## config.mk

```make
export PLATFORM = sky130hd
export DESIGN_NAME = uart_rx_fifo
export DESIGN_NICKNAME = d
export VERILOG_FILES = /design/src/rtl/uart_rx_fifo.sv
export SDC_FILE = /design/constraint.sdc
export NUM_CORES = 1
export LEC_CHECK = 0
export ABC_CLOCK_PERIOD_IN_PS = 3150
export BUFFER_PORTS_ARGS = -buffer_cell sky130_fd_sc_hd__buf_2
export CELL_PAD_IN_SITES_DETAIL_PLACEMENT = 1
export CELL_PAD_IN_SITES_GLOBAL_PLACEMENT = 1
export CORE_AREA = 2 2 85 87
export CTS_CLUSTER_DIAMETER = 100
export DETAILED_ROUTE_END_ITERATION = 8
export DIE_AREA = 0 0 87 89
export PLACE_DENSITY = 0.81
export SLEW_MARGIN = 20
export SYNTH_ARGS = -nofsm -noshare
export SYNTH_HDL_FRONTEND = slang
export SYNTH_SLANG_ARGS = --single-unit
```

## constraint.sdc

```tcl
create_clock -name clk -period 3.15 [get_ports clk]
set_clock_uncertainty 0.05 [all_clocks]
set_input_delay 0.63 -clock clk [delete_from_list [all_inputs] [get_ports clk]]
set_output_delay 0.63 -clock clk [all_outputs]
set_load 0.02 [all_outputs]
```

## src/rtl/uart_rx_fifo.sv

```systemverilog
// UART receiver with a first-word-fall-through receive FIFO.
// Ports: clk, rst_n, rx in; rd_en pop; rd_data/empty/full/count FIFO view; error pulses.
module uart_rx_fifo #(
    parameter int CLK_DIV    = 87,
    parameter int DATA_BITS  = 8,
    parameter int PARITY     = 0,
    parameter int FIFO_DEPTH = 4
) (
    input  logic                          clk,
    input  logic                          rst_n,
    input  logic                          rx,
    input  logic                          rd_en,
    output logic [DATA_BITS-1:0]          rd_data,
    output logic                          empty,
    output logic                          full,
    output logic [$clog2(FIFO_DEPTH):0]   count,
    output logic                          frame_err,
    output logic                          parity_err,
    output logic                          overrun
);

    localparam int CW = $clog2(CLK_DIV);
    localparam int AW = $clog2(FIFO_DEPTH);
    localparam int BW = $clog2(DATA_BITS);

    localparam logic [CW-1:0] BIT_LAST  = CW'(CLK_DIV - 1);
    localparam logic [CW-1:0] BIT_MID   = CW'(CLK_DIV / 2 - 1);
    localparam logic [BW-1:0] DATA_LAST = BW'(DATA_BITS - 1);
    localparam logic [AW:0]   DEPTH     = (AW + 1)'(FIFO_DEPTH);
    localparam logic          PAR_ODD   = (PARITY == 2);

    typedef enum logic [2:0] {
        S_IDLE,
        S_START,
        S_DATA,
        S_PARITY,
        S_STOP
    } state_t;

    state_t               state;
    logic                 rx_meta;
    logic                 rxs;
    logic                 rxs_prev;
    logic [CW-1:0]        bit_cnt;
    logic [BW-1:0]        bit_idx;
    logic [DATA_BITS-1:0] shreg;
    logic                 par_bad;

    logic [DATA_BITS-1:0] mem [FIFO_DEPTH];
    logic [AW-1:0]        wr_ptr;
    logic [AW-1:0]        rd_ptr;

    logic bit_done;
    logic push;
    logic pop;

    assign bit_done = (bit_cnt == BIT_LAST);
    assign pop      = rd_en && !empty;
    // A full FIFO still accepts the word when a pop frees the slot this cycle.
    assign push     = (state == S_STOP) && bit_done && rxs && !par_bad
                   && (!full || rd_en);

    assign empty   = (count == '0);
    assign full    = (count == DEPTH);
    assign rd_data = empty ? '0 : mem[rd_ptr];

    // Synchronizer; rxs_prev provides the falling-edge reference.
    always_ff @(posedge clk or negedge rst_n) begin
        if (!rst_n) begin
            rx_meta  <= 1'b1;
            rxs      <= 1'b1;
            rxs_prev <= 1'b1;
        end else begin
            rx_meta  <= rx;
            rxs      <= rx_meta;
            rxs_prev <= rxs;
        end
    end

    always_ff @(posedge clk or negedge rst_n) begin
        if (!rst_n) begin
            state      <= S_IDLE;
            bit_cnt    <= '0;
            bit_idx    <= '0;
            shreg      <= '0;
            par_bad    <= 1'b0;
            frame_err  <= 1'b0;
            parity_err <= 1'b0;
            overrun    <= 1'b0;
        end else begin
            frame_err  <= 1'b0;
            parity_err <= 1'b0;
            overrun    <= 1'b0;
            case (state)
                S_IDLE: begin
                    bit_cnt <= '0;
                    // Edge, not level: a line stuck low never re-triggers.
                    if (!rxs && rxs_prev)
                        state <= S_START;
                end
                S_START: begin
                    if (bit_cnt == BIT_MID) begin
                        bit_cnt <= '0;
                        bit_idx <= '0;
                        par_bad <= 1'b0;
                        state   <= rxs ? S_IDLE : S_DATA;
                    end else begin
                        bit_cnt <= bit_cnt + 1'b1;
                    end
                end
                S_DATA: begin
                    if (bit_done) begin
                        bit_cnt <= '0;
                        shreg   <= {rxs, shreg[DATA_BITS-1:1]};
                        bit_idx <= bit_idx + 1'b1;
                        if (bit_idx == DATA_LAST)
                            state <= (PARITY != 0) ? S_PARITY : S_STOP;
                    end else begin
                        bit_cnt <= bit_cnt + 1'b1;
                    end
                end
                S_PARITY: begin
                    if (bit_done) begin
                        bit_cnt <= '0;
                        par_bad <= ((^shreg) ^ rxs) != PAR_ODD;
                        state   <= S_STOP;
                    end else begin
                        bit_cnt <= bit_cnt + 1'b1;
                    end
                end
                S_STOP: begin
                    if (bit_done) begin
                        bit_cnt <= '0;
                        state   <= S_IDLE;
                        if (!rxs)
                            frame_err <= 1'b1;
                        else if (par_bad)
                            parity_err <= 1'b1;
                        else if (full && !rd_en)
                            overrun <= 1'b1;
                    end else begin
                        bit_cnt <= bit_cnt + 1'b1;
                    end
                end
                default: state <= S_IDLE;
            endcase
        end
    end

    always_ff @(posedge clk) begin
        if (push)
            mem[wr_ptr] <= shreg;
    end

    always_ff @(posedge clk or negedge rst_n) begin
        if (!rst_n) begin
            wr_ptr <= '0;
            rd_ptr <= '0;
            count  <= '0;
        end else begin
            if (push)
                wr_ptr <= wr_ptr + 1'b1;
            if (pop)
                rd_ptr <= rd_ptr + 1'b1;
            if (push && !pop)
                count <= count + 1'b1;
            else if (pop && !push)
                count <= count - 1'b1;
        end
    end

endmodule

```

== Word-level counts from Yosys, hierarchy flattened ==
Memories as Yosys holds them, arrays and structs flattened.
Index checks and enable logic that the tools add are counted.
Word-level totals
  memories kept: 1
  input port bits: 4
  flip-flop bits (word level): 35
  memory bits (writable): 32
Operators by class
  bitwise logic cells: 1
  equal/unequal tests: 14
  multiplexer cells: 34
  reductions and logical operators: 29
  $add $sub $neg: 6
Memories
  mem: depth 4, bits a word 8, read ports 1, clocked after memory_dff 0, wr ports 1, RTL line 49  | logic [DATA_BITS-1:0] mem [FIFO_DEPTH];
Operator list (number)
  2-to-1 mux 3 bit: 10
  case mux 7 bit (3 select lines): 1
  2-to-1 mux 1 bit: 16
  case mux 3 bit (5 select lines): 1
  2-to-1 mux 7 bit: 2
  != test 2 bit (second input constant): 6
  == test 3 bit (second input constant): 3
  logical AND 1 bit: 9
  2-to-1 mux 8 bit: 1
  XOR reduction 8 bit: 1
  adder 7 x 1 -> 7 bit (second input constant): 1
  == test 7 x 6 -> 1 bit (second input constant): 1
  == test 7 bit (second input constant): 1
  zero test 1 bit: 7
  adder 3 x 1 -> 3 bit (second input constant): 2
  == test 3 x 2 -> 1 bit (second input constant): 2
  zero test 3 bit: 2
  case mux 3 bit (2 select lines): 1
  AND reduction 3 bit: 2
  AND reduction 6 bit: 1
  nonzero test 2 bit: 3
  adder 2 x 1 -> 2 bit (second input constant): 2
  == test 3 x 1 -> 1 bit (second input constant): 1
  nonzero test 3 bit: 1
  other kinds (7): 7

== Depth between registers and ports, before layout ==
Gate-level depths: netlist of run 1.
  depth in word-level cells: 9
  mapped depth: 13
  gate-level depth less buffers: 12

== Least setup slack after synthesis of run 1 ==
Ideal clock, no wire load.
  kind: flip-flop to flip-flop
  start: register bit_cnt[0]
  end: register count[2]
  path buffers: 1
  setup slack: 60 ps
  arrival: 2960 ps
  period minus slack after synthesis: 3090 ps
  setup time: 80 ps
  cell stages (with the launch flop): 14
  path through: dfrtp_1 -> inv_1 -> ha_1 -> nand4b_1 -> or3b_1 -> buf_2 -> or4b_4 -> a21oi_4 -> ha_1 -> inv_1 -> fa_1 -> xor2_1 -> nor2_1 -> xor2_1
On the way
  cells in the longest elaborated chain, start to end: 8
  elaborated cells between the ends (all ways): 10
Ends and longest elaborated chain
  start, declared: RTL line 44  | logic [CW-1:0] bit_cnt;
  start signal, assigned: RTL line 108  | bit_cnt <= bit_cnt + 1'b1;
  start signal, assigned: RTL line 119  | bit_cnt <= bit_cnt + 1'b1;
  start signal, assigned: RTL line 128  | bit_cnt <= bit_cnt + 1'b1;
  == test 7 bit *: RTL line 57  | assign bit_done = (bit_cnt == BIT_LAST);
  logical AND 1 bit * (3 in series): RTL line 60  | assign push = (state == S_STOP) && bit_done && rxs && !par_bad
  logical AND 1 bit *: RTL line 61  | && (!full || rd_en);
  named net push: RTL line 54  | logic push;
  zero test 1 bit: RTL line 167  | else if (pop && !push)
  logical AND 1 bit: RTL line 167
  nonzero test 2 bit (no line)
  end signal, assigned: RTL line 166  | count <= count + 1'b1;
  end signal, assigned: RTL line 168  | count <= count - 1'b1;
  end, declared: RTL line 16  | output logic [$clog2(FIFO_DEPTH):0] count,
Mark *: on every way through the listed nets, which the timed path passes. The rest lies on a longest branch.
A chain may end at the register's enable or synchronous reset.

== Worst setup path after layout of run 1 ==
Ends and elaborated chain as after synthesis.

==> qor.csv, run 1 <==
stage,metric,value,unit
drt,wl_per_cell,16.69,um
worst_setup_path,cp.depth,12,
sta,fin_crit_sh,0.9551,
global_routing,grt_pass1_vias,1793,
cells_and_area,drive_above_1_share,0.2944,
worst_setup_path,worstPathCellList,inv_2 -> ha_2 -> nand4b_1 -> or3b_4 -> or4b_4 -> a21oi_4 -> ha_4 -> inv_1 -> fa_2 -> xor2_1 -> nor2_1 -> xor2_1,
cells_and_area,syn_to_final_growth,15.83,%
drt,viasPerCell,5.180,
flow_run,cap_violations,0,
logic_synthesis,synth-seq-cells,67,
worst_setup_path,critPathMaxFanout,4,
place,hpwl,3887,um
cts,cts_tree,yes,
worst_setup_path,cpPeakStageDelay,570,ps
drt,num_vias,1699,
global_routing,grt_pass1_wl,9087,um
sta,rsz0062_at_grt,false,
logic_synthesis,yosys-top-cells-count,"dfrtp_1, edfxtp_1, and2_1, mux2_2, nor2_1",
cts,clockRootBuffer,clkbuf_8,
sta,max_slew_margin,0.4679,
sta,fin_tns_setup,0,ps
logic_synthesis,synthesis.nets,227,
worst_setup_path,cp_slowest_cell,or4b_4,
logic_synthesis,synth_top_area_cell,edfxtp_1,
sta,setup_viol,0,
drt,antenna_left,0,
cts,clk_pin_slew,80,ps
worst_setup_path,critPathLaunch,bit_cnt[0]$_DFFE_PN0P_,
worst_setup_path,start_kind,register,
worst_setup_path,worst_ep_arrival_time,3220,ps
logic_synthesis,syn_avg_cell_area,14.10,sq um
drt,drtIter0Drc,81,
worst_setup_path,crit_family,simple AND/OR/NAND/NOR gates,
cells_and_area,fillers,673,
drt,first_pass_iters,4,
outcome,status,completed,
logic_synthesis,async_flop_share,0.5224,
floorplanning,design.core.area,0.006719,sq mm
worst_setup_path,required,3370,ps
logic_synthesis,synth_flop_cell,edfxtp_1,
floorplanning,io_pins,20,
cts,numCtsBuffers,9,
worst_setup_path,endpoint,count[2]$_DFFE_PN0P_,
logic_synthesis,synth_edf_count,32,
worst_setup_path,path_common_cell,xor2_1,
cts,cts_max_level,3,
sta,max_freq,332.4,MHz
logic_synthesis,yosysSeqAreaShare,0.6129,
floorplanning,fp.dieH,89,um
logic_synthesis,synth_area,0.003003,sq mm
sta,hold_violations,0,
cts,clk_latency,330,ps
floorplanning,initial_utilization,0.4469,
place,place.gp.congestion,0.8142,
worst_setup_path,reg2reg_to,count[2]$_DFFE_PN0P_,
worst_setup_path,endpoint_kind,register,
drt,drcViolationCount,0,
cells_and_area,antenna_cells,0,
worst_setup_path,crit_type,register to register,
global_routing,grt_remaining_overflow,0,
floorplanning,die_w,87,um
global_routing,grt_max_degree,36,
logic_synthesis,synth.distinct_cells,40,
floorplanning,dieArea,0.007743,sq mm
worst_setup_path,worst-r2r-setup-slack,140,ps
logic_synthesis,synthCells,213,
worst_setup_path,reg2reg_depth,12,
cts,max-clock-path-buffers,2,
logic_synthesis,ys_warn_count,0,
place,portBuffers,19,
sta,finalCriticalPeriod,3009,ps
pwr,leakage,1.508,nW
global_routing,grt_use_total,0.1580,
worst_setup_path,crit_buf_inv,2,
sta,max_slew.worst_pin.slew,798.1,ps
pwr,power_density,697.1,mW/mm^2
logic_synthesis,synth.top_cell.area_share,0.3200,
global_routing,grt_antenna_before_repair,0,
pwr,ir_drop,0.2915,mV
sta,slew_viol_final,0,
drt,routed_wirelength,5473,um
logic_synthesis,ys_top_cells_by_area,"edfxtp_1, dfrtp_1, mux4_2",
floorplanning,rows,30,
cts,clock_sinks,67,
worst_setup_path,reg2reg_from,bit_cnt[0]$_DFFE_PN0P_,
cells_and_area,nets,257,
place,dpl_worst_slack,33.07,ps
sta,setup_ws,141.4,ps
worst_hold_path,holdCritPathClass,register to register,
[layout make-up]
type                            instances  area (sq um)  area share
Clock buffer                            9         123.9     0.03561
Clock inverter                          7         115.1     0.03309
Timing Repair Buffer                   25         140.1     0.04029
Multi-Input combinational cell        129          1117      0.3212
Inverter                               11         41.29     0.01187
Tap cell                               80         100.1     0.02878
Sequential cell                        67          1841      0.5291
[worst min-delay path by stage]
stage                            startpoint                endpoint  slack, ps  depth (start not counted)
after floorplan                       rst_n  bit_cnt[0]$_DFFE_PN0P_        280                          0
after CTS                 rx_meta$_DFF_PN1_           rxs$_DFF_PN1_        310                          0
after global routing      rx_meta$_DFF_PN1_           rxs$_DFF_PN1_        310                          0
after detailed placement  rx_meta$_DFF_PN1_           rxs$_DFF_PN1_        300                          0
after global placement    rx_meta$_DFF_PN1_           rxs$_DFF_PN1_        300                          0
final                     rx_meta$_DFF_PN1_           rxs$_DFF_PN1_        310                          0
[power by group]
part	switching [mW]	internal, mW
Sequential	0.115	0.978
Combinational	0.252	0.225
Clock	0.330	0.525
[per-stage QoR]
stage	instances	total power [mW]	hold WS, ps	util	area (sq um)
after floorplan	213	1.431	284.4	-	3003
after CTS	326	2.428	312.4	0.5125	3443
after detailed placement	310	1.568	297.5	0.4769	3204
after global placement	310	1.548	296.2	0.4769	3204
final	328	2.425	310.2	0.5177	3478
after global routing	328	2.565	313.7	0.5177	3478
[registers in the layout (all words and copies together) (netlist names), 2 cells and up]
name,cells
mem,32
shreg,8
state,3
count,3
bit_cnt,7
rd_ptr,2
bit_idx,3
wr_ptr,2
[layer usage]
layer,part of all wire,GRT usage,up-vias
li1,-,-,821
met1,0.45,0.1976,850
met2,0.51,0.2665,23
met3,0.029,0.04524,5
met4,0.010,0.05114,0
met5,0,0,-
[logic make-up (layout without fill, tap and decap cells)]
logic type,count (synthesis),count (layout),synth area share
flip-flops,67,67,0.6129
AND/OR/NAND/NOR,61,61,0.1117
multiplexers,24,24,0.1200
XOR/XNOR,18,18,0.05250
buffers and inverters,17,52,0.02166
AO/OA/AOI/OAI,16,16,0.03708
adder cells (fa/ha/maj),10,10,0.04417
[cells in the final DEF (no fill, tap or decap), types with 2 or more instances in the layout]
master / n
nor2_1: 12
a211oi_1: 2
a21oi_1: 3
o22ai_1: 2
buf_4: 6
nand3_1: 3
or3_1: 3
and2_1: 12
mux2i_1: 3
inv_1: 10
xnor2_1: 11
mux2_2: 12
nor3_1: 8
edfxtp_1: 32
mux4_2: 8
nand2_1: 11
bufinv_16: 3
o21ai_0: 4
ha_1: 7
buf_2: 19
xor2_1: 7
dfstp_2: 3
dfrtp_1: 32
nor3b_1: 3
clkbuf_8: 9
[timing repair]
item                                    in CTS  in global routing
hold endpoints to repair                     0                  0
hold buffers                                 0                  0
setup buffers                                0                  2
resized for setup                            0                  6
endpoints found under the setup margin       0                  1
Power figures use the tool's default switching activity.
==> run 2, diff against run 1 <==
--- a/config.mk
+++ b/config.mk
@@ -6,14 +6,14 @@
 export NUM_CORES = 1
 export LEC_CHECK = 0
 export ABC_CLOCK_PERIOD_IN_PS = 3150
-export BUFFER_PORTS_ARGS = -buffer_cell sky130_fd_sc_hd__buf_2
 export CELL_PAD_IN_SITES_DETAIL_PLACEMENT = 1
 export CELL_PAD_IN_SITES_GLOBAL_PLACEMENT = 1
-export CORE_AREA = 2 2 85 87
+export CORE_AREA = 2 2 83 85
 export CTS_CLUSTER_DIAMETER = 100
 export DETAILED_ROUTE_END_ITERATION = 8
-export DIE_AREA = 0 0 87 89
-export PLACE_DENSITY = 0.81
+export DIE_AREA = 0 0 85 87
+export DONT_BUFFER_PORTS = 1
+export PLACE_DENSITY = 0.8
 export SLEW_MARGIN = 20
 export SYNTH_ARGS = -nofsm -noshare
 export SYNTH_HDL_FRONTEND = slang
==> qor.csv, run 2 (same netlist as run 1, synthesis figures left out) <==
stage,metric,value,unit
worst_hold_path,holdCritPathClass,primary input to async pin,
floorplanning,io_pins,20,
cells_and_area,syn_to_final_growth,14.50,%
worst_setup_path,crit_type,register to register,
floorplanning,rows,30,
sta,max_slew.worst_pin.slew,619.1,ps
worst_setup_path,cp_slowest_cell,or4b_4,
sta,finalCriticalPeriod,3031,ps
worst_setup_path,start_kind,register,
pwr,swShare,0.3073,
global_routing,grt_pass1_wl,9984,um
global_routing,grt_antenna_before_repair,0,
drt,routed_wirelength,5991,um
global_routing,grt_remaining_overflow,0,
place,place.gp.congestion,0.7305,
sta,max_slew_margin,0.5864,
drt,drtIter0Drc,41,
cts,clock_sinks,67,
worst_setup_path,reg2reg_depth,12,
cts,clk_pin_slew,80,ps
cts,clk_latency,350,ps
cts,cts_tree,yes,
pwr,pwr-share-clk,0.332,
cts,cts_max_level,3,
cells_and_area,antenna_cells,0,
drt,wl_per_cell,19.14,um
worst_setup_path,endpoint_kind,register,
floorplanning,die_w,85,um
pwr,combPwrFrac,0.199,
cells_and_area,top_register,mem,
global_routing,grt_use_total,0.1804,
cells_and_area,final_cell_mix,"dfrtp_1, edfxtp_1, and2_1, mux2_2",
worst_setup_path,required,3360,ps
outcome,status,completed,
sta,timing.hold.ws,55.65,ps
pwr,p_int,1.668,mW
worst_setup_path,path_common_cell,ha_4,
flow_run,cap_violations,0,
cells_and_area,largest_reg_flops,32,
drt,drcViolationCount,0,
worst_setup_path,crit_buf_inv,2,
cells_and_area,top_regs,"mem: 32 flops, shreg: 8 flops, bit_cnt: 7 flops",
worst_setup_path,cpPeakStageDelay,570,ps
sta,fin_crit_sh,0.9622,
sta,fin_tns_setup,0,ps
floorplanning,design.core.area,0.006569,sq mm
cells_and_area,nets,242,
sta,setup_viol,0,
drt,viasPerCell,5.444,
worst_setup_path,worst-r2r-setup-slack,120,ps
sta,hold_violations,0,
pwr,power_density,700.4,mW/mm^2
cells_and_area,drive_above_1_share,0.2575,
sta,max_freq,329.9,MHz
global_routing,grt_max_degree,33,
place,portBuffers,0,
cells_and_area,post-route-util,0.5234,
place,hpwl,3962,um
floorplanning,dieArea,0.007395,sq mm
drt,antenna_left,0,
pwr,ir_drop,0.4117,mV
drt,num_vias,1704,
floorplanning,fp.dieH,87,um
worst_setup_path,critPathMaxFanout,3,
sta,slew_viol_final,0,
worst_setup_path,crit_family,simple AND/OR/NAND/NOR gates,
pwr,switching_power,740.0,uW
drt,first_pass_iters,4,
place,placed_area,0.003117,sq mm
floorplanning,initial_utilization,0.4571,
worst_setup_path,reg2reg_to,count[2]$_DFFE_PN0P_,
worst_setup_path,worstPathCellList,inv_2 -> ha_4 -> nand4b_1 -> or3b_4 -> or4b_4 -> a21oi_4 -> ha_4 -> inv_1 -> fa_2 -> xor2_2 -> nor2_2 -> xor2_1,
worst_setup_path,worst_ep_arrival_time,3240,ps
cells_and_area,final_cell_area,0.003438,sq mm
cts,clockRootBuffer,clkbuf_8,
cts,max-clock-path-buffers,2,
pwr,seqPwrFrac,0.468,
worst_setup_path,reg2reg_from,bit_cnt[0]$_DFFE_PN0P_,
global_routing,grt_pass1_vias,1906,
cts,numCtsBuffers,9,
pwr,leakage,1.432,nW
[run 2: changes by cell type in the layout (fill, tap and decap cells not counted), sizes merged]
| cell | change |
|---|---|
| buf | -15 |
| bufinv | -2 |
| clkbuf | +3 |
| clkinv | -1 |
| clkinvlp | +1 |
| inv | -1 |
[run 2: timing repair]
action / in CTS / in global routing
setup buffers: 1 / 3
setup endpoints to repair: 1 / 1
pin swaps: 2 / 3
gates resized for setup: 3 / 6
endpoints found under the hold margin: 32 / 0
hold buffers: 1 / 0
[run 2: power groups by stage]
stage	clock network, mW	logic [mW]	registers [mW]
finish	0.800	0.480	1.13
global route	0.858	0.534	1.15
CTS	0.818	0.434	1.13
detailed placement	0	0.404	1.15
global placement	0	0.381	1.14
floorplan	0	0.361	1.07
[run 2: stage by stage]
step / total power [mW] / cells / worst slack [ps]
after global routing: 2.538 / 313 / -5.700
after floorplan: 1.431 / 213 / 60.50
final: 2.408 / 313 / 119.0
after detailed placement: 1.549 / 292 / 17.83
after global placement: 1.519 / 292 / 160.3
after CTS: 2.379 / 310 / 7.732
[run 2: layout make-up]
| type | count | area, sq um |
|---|---|---|
| Tap cell | 80 | 100.1 |
| Timing Repair Buffer | 10 | 87.58 |
| Sequential cell | 67 | 1841 |
| Clock buffer | 12 | 177.7 |
| Fill cell | 647 | 3131 |
| Clock inverter | 4 | 53.80 |
| Inverter | 11 | 41.29 |
| Multi-Input combinational cell | 129 | 1137 |
[run 2: metal layers]
layer	global-route usage	part of all wire	wire length, um	vias to the layer above
met3	0.05403	0.035	211	7
met5	0	0	0	-
met2	0.3203	0.55	3281	21
met4	0.06061	0.013	76	0
met1	0.2088	0.40	2421	885
li1	-	-	-	791
[run 2: worst reg2reg max path: stages (launching register included)]
cell,delay (ps)
dfrtp_1,390
inv_2,100
ha_4,140
nand4b_1,120
or3b_4,430
or4b_4,570
a21oi_4,170
ha_4,160
inv_1,50
fa_2,350
xor2_2,160
nor2_2,90
xor2_1,180
[run 2: worst max-delay path by stage]
stage                      startpoint              endpoint  slack [ps]  cells after the start
6_report       bit_cnt[0]$_DFFE_PN0P_  count[2]$_DFFE_PN0P_         120                     12
5_1_grt        bit_cnt[0]$_DFFE_PN0P_  count[2]$_DFFE_PN0P_          -6                     12
4_1_cts        bit_cnt[0]$_DFFE_PN0P_  count[2]$_DFFE_PN0P_           8                     12
3_5_place_dp   bit_cnt[0]$_DFFE_PN0P_  count[2]$_DFFE_PN0P_          20                     12
3_3_place_gp   bit_cnt[0]$_DFFE_PN0P_  count[2]$_DFFE_PN0P_         160                     12
2_1_floorplan  bit_cnt[0]$_DFFE_PN0P_  count[2]$_DFFE_PN0P_          60                     13
==> run 3, diff against run 2 <==
--- a/config.mk
+++ b/config.mk
@@ -8,10 +8,10 @@
 export ABC_CLOCK_PERIOD_IN_PS = 3150
 export CELL_PAD_IN_SITES_DETAIL_PLACEMENT = 1
 export CELL_PAD_IN_SITES_GLOBAL_PLACEMENT = 1
-export CORE_AREA = 2 2 83 85
+export CORE_AREA = 2 2 64 111
 export CTS_CLUSTER_DIAMETER = 100
 export DETAILED_ROUTE_END_ITERATION = 8
-export DIE_AREA = 0 0 85 87
+export DIE_AREA = 0 0 66 113
 export DONT_BUFFER_PORTS = 1
 export PLACE_DENSITY = 0.8
 export SLEW_MARGIN = 20
==> qor.csv, run 3 (same netlist as run 1, synthesis figures left out) <==
stage,metric,value,unit
outcome,status,completed,
cts,max-clock-path-buffers,2,
global_routing,grt_max_degree,33,
worst_setup_path,worst_ep_arrival_time,2940,ps
floorplanning,die_w,66,um
pwr,switching_power,754.1,uW
floorplanning,initial_utilization,0.4592,
drt,drcViolationCount,0,
floorplanning,dieArea,0.007458,sq mm
cts,clk_pin_slew,50,ps
pwr,pwr-share-clk,0.402,
worst_setup_path,critPathMaxFanout,8,
sta,slew_viol_final,0,
floorplanning,fp.dieH,113,um
worst_setup_path,endpoint_kind,register,
sta,max_slew.worst_pin.slew,660.6,ps
drt,wl_per_cell,19.71,um
drt,routed_wirelength,6189,um
worst_setup_path,required,3080,ps
place,portBuffers,0,
pwr,p_int,1.878,mW
worst_hold_path,holdCritPathClass,primary input to async pin,
cells_and_area,syn_to_final_growth,16.54,%
worst_setup_path,worst-r2r-setup-slack,140,ps
sta,max_slew_margin,0.5572,
sta,max_freq,332.6,MHz
sta,fin_tns_setup,0,ps
drt,num_vias,1702,
cells_and_area,largest_reg_flops,32,
sta,fin_crit_sh,0.9545,
global_routing,grt_pass1_wl,9825,um
floorplanning,design.core.area,0.006539,sq mm
cts,clk_latency,340,ps
worst_setup_path,critPathLaunch,bit_cnt[0]$_DFFE_PN0P_,
global_routing,grt_antenna_before_repair,0,
sta,setup_viol,0,
drt,drtIter0Drc,123,
cells_and_area,top_regs,"mem: 32 flops, shreg: 8 flops, bit_cnt: 7 flops",
pwr,leakage,1.475,nW
cts,numCtsBuffers,9,
sta,hold_violations,0,
floorplanning,rows,39,
cells_and_area,fin_cells,314,
place,place_inst,294,
worst_setup_path,reg2reg_to,mem[0][4]$_DFFE_PP_,
cts,cts_tree,yes,
global_routing,grt_pass1_vias,1874,
global_routing,grt_use_total,0.1880,
pwr,swShare,0.2865,
cts,clockRootBuffer,clkbuf_16,
sta,timing.hold.ws,69.18,ps
worst_setup_path,start_kind,register,
cells_and_area,drive_above_1_share,0.2500,
cells_and_area,multi_input_area,0.001117,sq mm
cts,clock_sinks,67,
drt,antenna_left,0,
global_routing,grt_remaining_overflow,0,
worst_setup_path,reg2reg_from,bit_cnt[0]$_DFFE_PN0P_,
flow_run,cap_violations,0,
cells_and_area,regArea,0.001841,sq mm
pwr,ir_drop,0.4942,mV
pwr,power_density,752.1,mW/mm^2
cells_and_area,final_cell_mix,"dfrtp_1, edfxtp_1, and2_1, nor2_1, mux2_2",
cells_and_area,fillers,668,
cells_and_area,nets,241,
cells_and_area,top_register,mem,
drt,first_pass_iters,4,
cells_and_area,antenna_cells,0,
worst_setup_path,reg2reg_depth,9,
drt,viasPerCell,5.420,
pwr,seqPwrFrac,0.430,
pwr,combPwrFrac,0.168,
sta,finalCriticalPeriod,3007,ps
floorplanning,io_pins,20,
worst_setup_path,endpoint,mem[0][4]$_DFFE_PP_,
place,place.gp.congestion,0.8119,
place,hpwl,4272,um
worst_setup_path,crit_type,register to register,
cts,cts_max_level,3,
-- run 3: cell types whose count changed in the layout (fill, tap and decap cells not counted), sizes merged --
| cell | before | now |
|---|---|---|
| clkinv | 1 | 5 |
| clkbuf | 12 | 9 |
| clkinvlp | 2 | 0 |
| buf | 10 | 9 |
| bufinv | 1 | 2 |
-- run 3: through the flow --
step / util / power, mW / cell area [sq um] / setup WS, ps
4_1_cts: 0.5287 / 2.648 / 3457 / 0.5262
6_report: 0.5352 / 2.632 / 3500 / 143.2
2_1_floorplan: - / 1.431 / 3003 / 60.50
3_3_place_gp: 0.4770 / 1.523 / 3119 / 202.1
5_1_grt: 0.5352 / 2.745 / 3500 / -3.272
3_5_place_dp: 0.4770 / 1.555 / 3119 / 77.60
-- run 3: worst min-delay path by stage --
stage,from,end,cells after the start
floorplan,rst_n,bit_cnt[0]$_DFFE_PN0P_,0
global placement,rst_n,bit_cnt[2]$_DFFE_PN0P_,0
detailed placement,rst_n,bit_cnt[2]$_DFFE_PN0P_,0
CTS,rst_n,bit_cnt[2]$_DFFE_PN0P_,1
global route,rst_n,rx_meta$_DFF_PN1_,0
finish,rst_n,bit_cnt[3]$_DFFE_PN0P_,1
-- run 3: metal layers --
layer  global-route usage  wire [um]
met1               0.1806       2171
met2               0.3542       3697
met3              0.03678        149
met4               0.1088        171
met5                    0          0
-- run 3: worst max-delay path: stages (launching register included) --
cell and delay (ps):
dfrtp_1 380, inv_2 80, ha_2 170, nand4b_1 120, or3b_4 400, or4b_4 570
a21oi_4 180, buf_4 140, buf_4 130, and2_1 420
-- run 3: power by group through the flow --
stage | Clock, mW | Sequential [mW] | Combinational (mW)
2_1_floorplan | 0 | 1.07 | 0.361
3_3_place_gp | 0 | 1.14 | 0.382
3_5_place_dp | 0 | 1.15 | 0.408
4_1_cts | 1.08 | 1.13 | 0.434
5_1_grt | 1.10 | 1.15 | 0.501
6_report | 1.06 | 1.13 | 0.443
-- run 3: what timing repair did --
action | CTS | global route
hold endpoints to repair | 32 | 0
hold buffers | 1 | 0
setup buffers | 0 | 3
setup endpoints to repair | 0 | 2
gates resized for setup | 0 | 6
-- run 3: cell type report --
type / instances / area share
Sequential cell: 67 / 0.5259
Multi-Input combinational cell: 129 / 0.3193
Clock buffer: 9 / 0.06435
Tap cell: 82 / 0.02932
Clock inverter: 7 / 0.02646
Timing Repair Buffer: 9 / 0.02288
Inverter: 11 / 0.01180
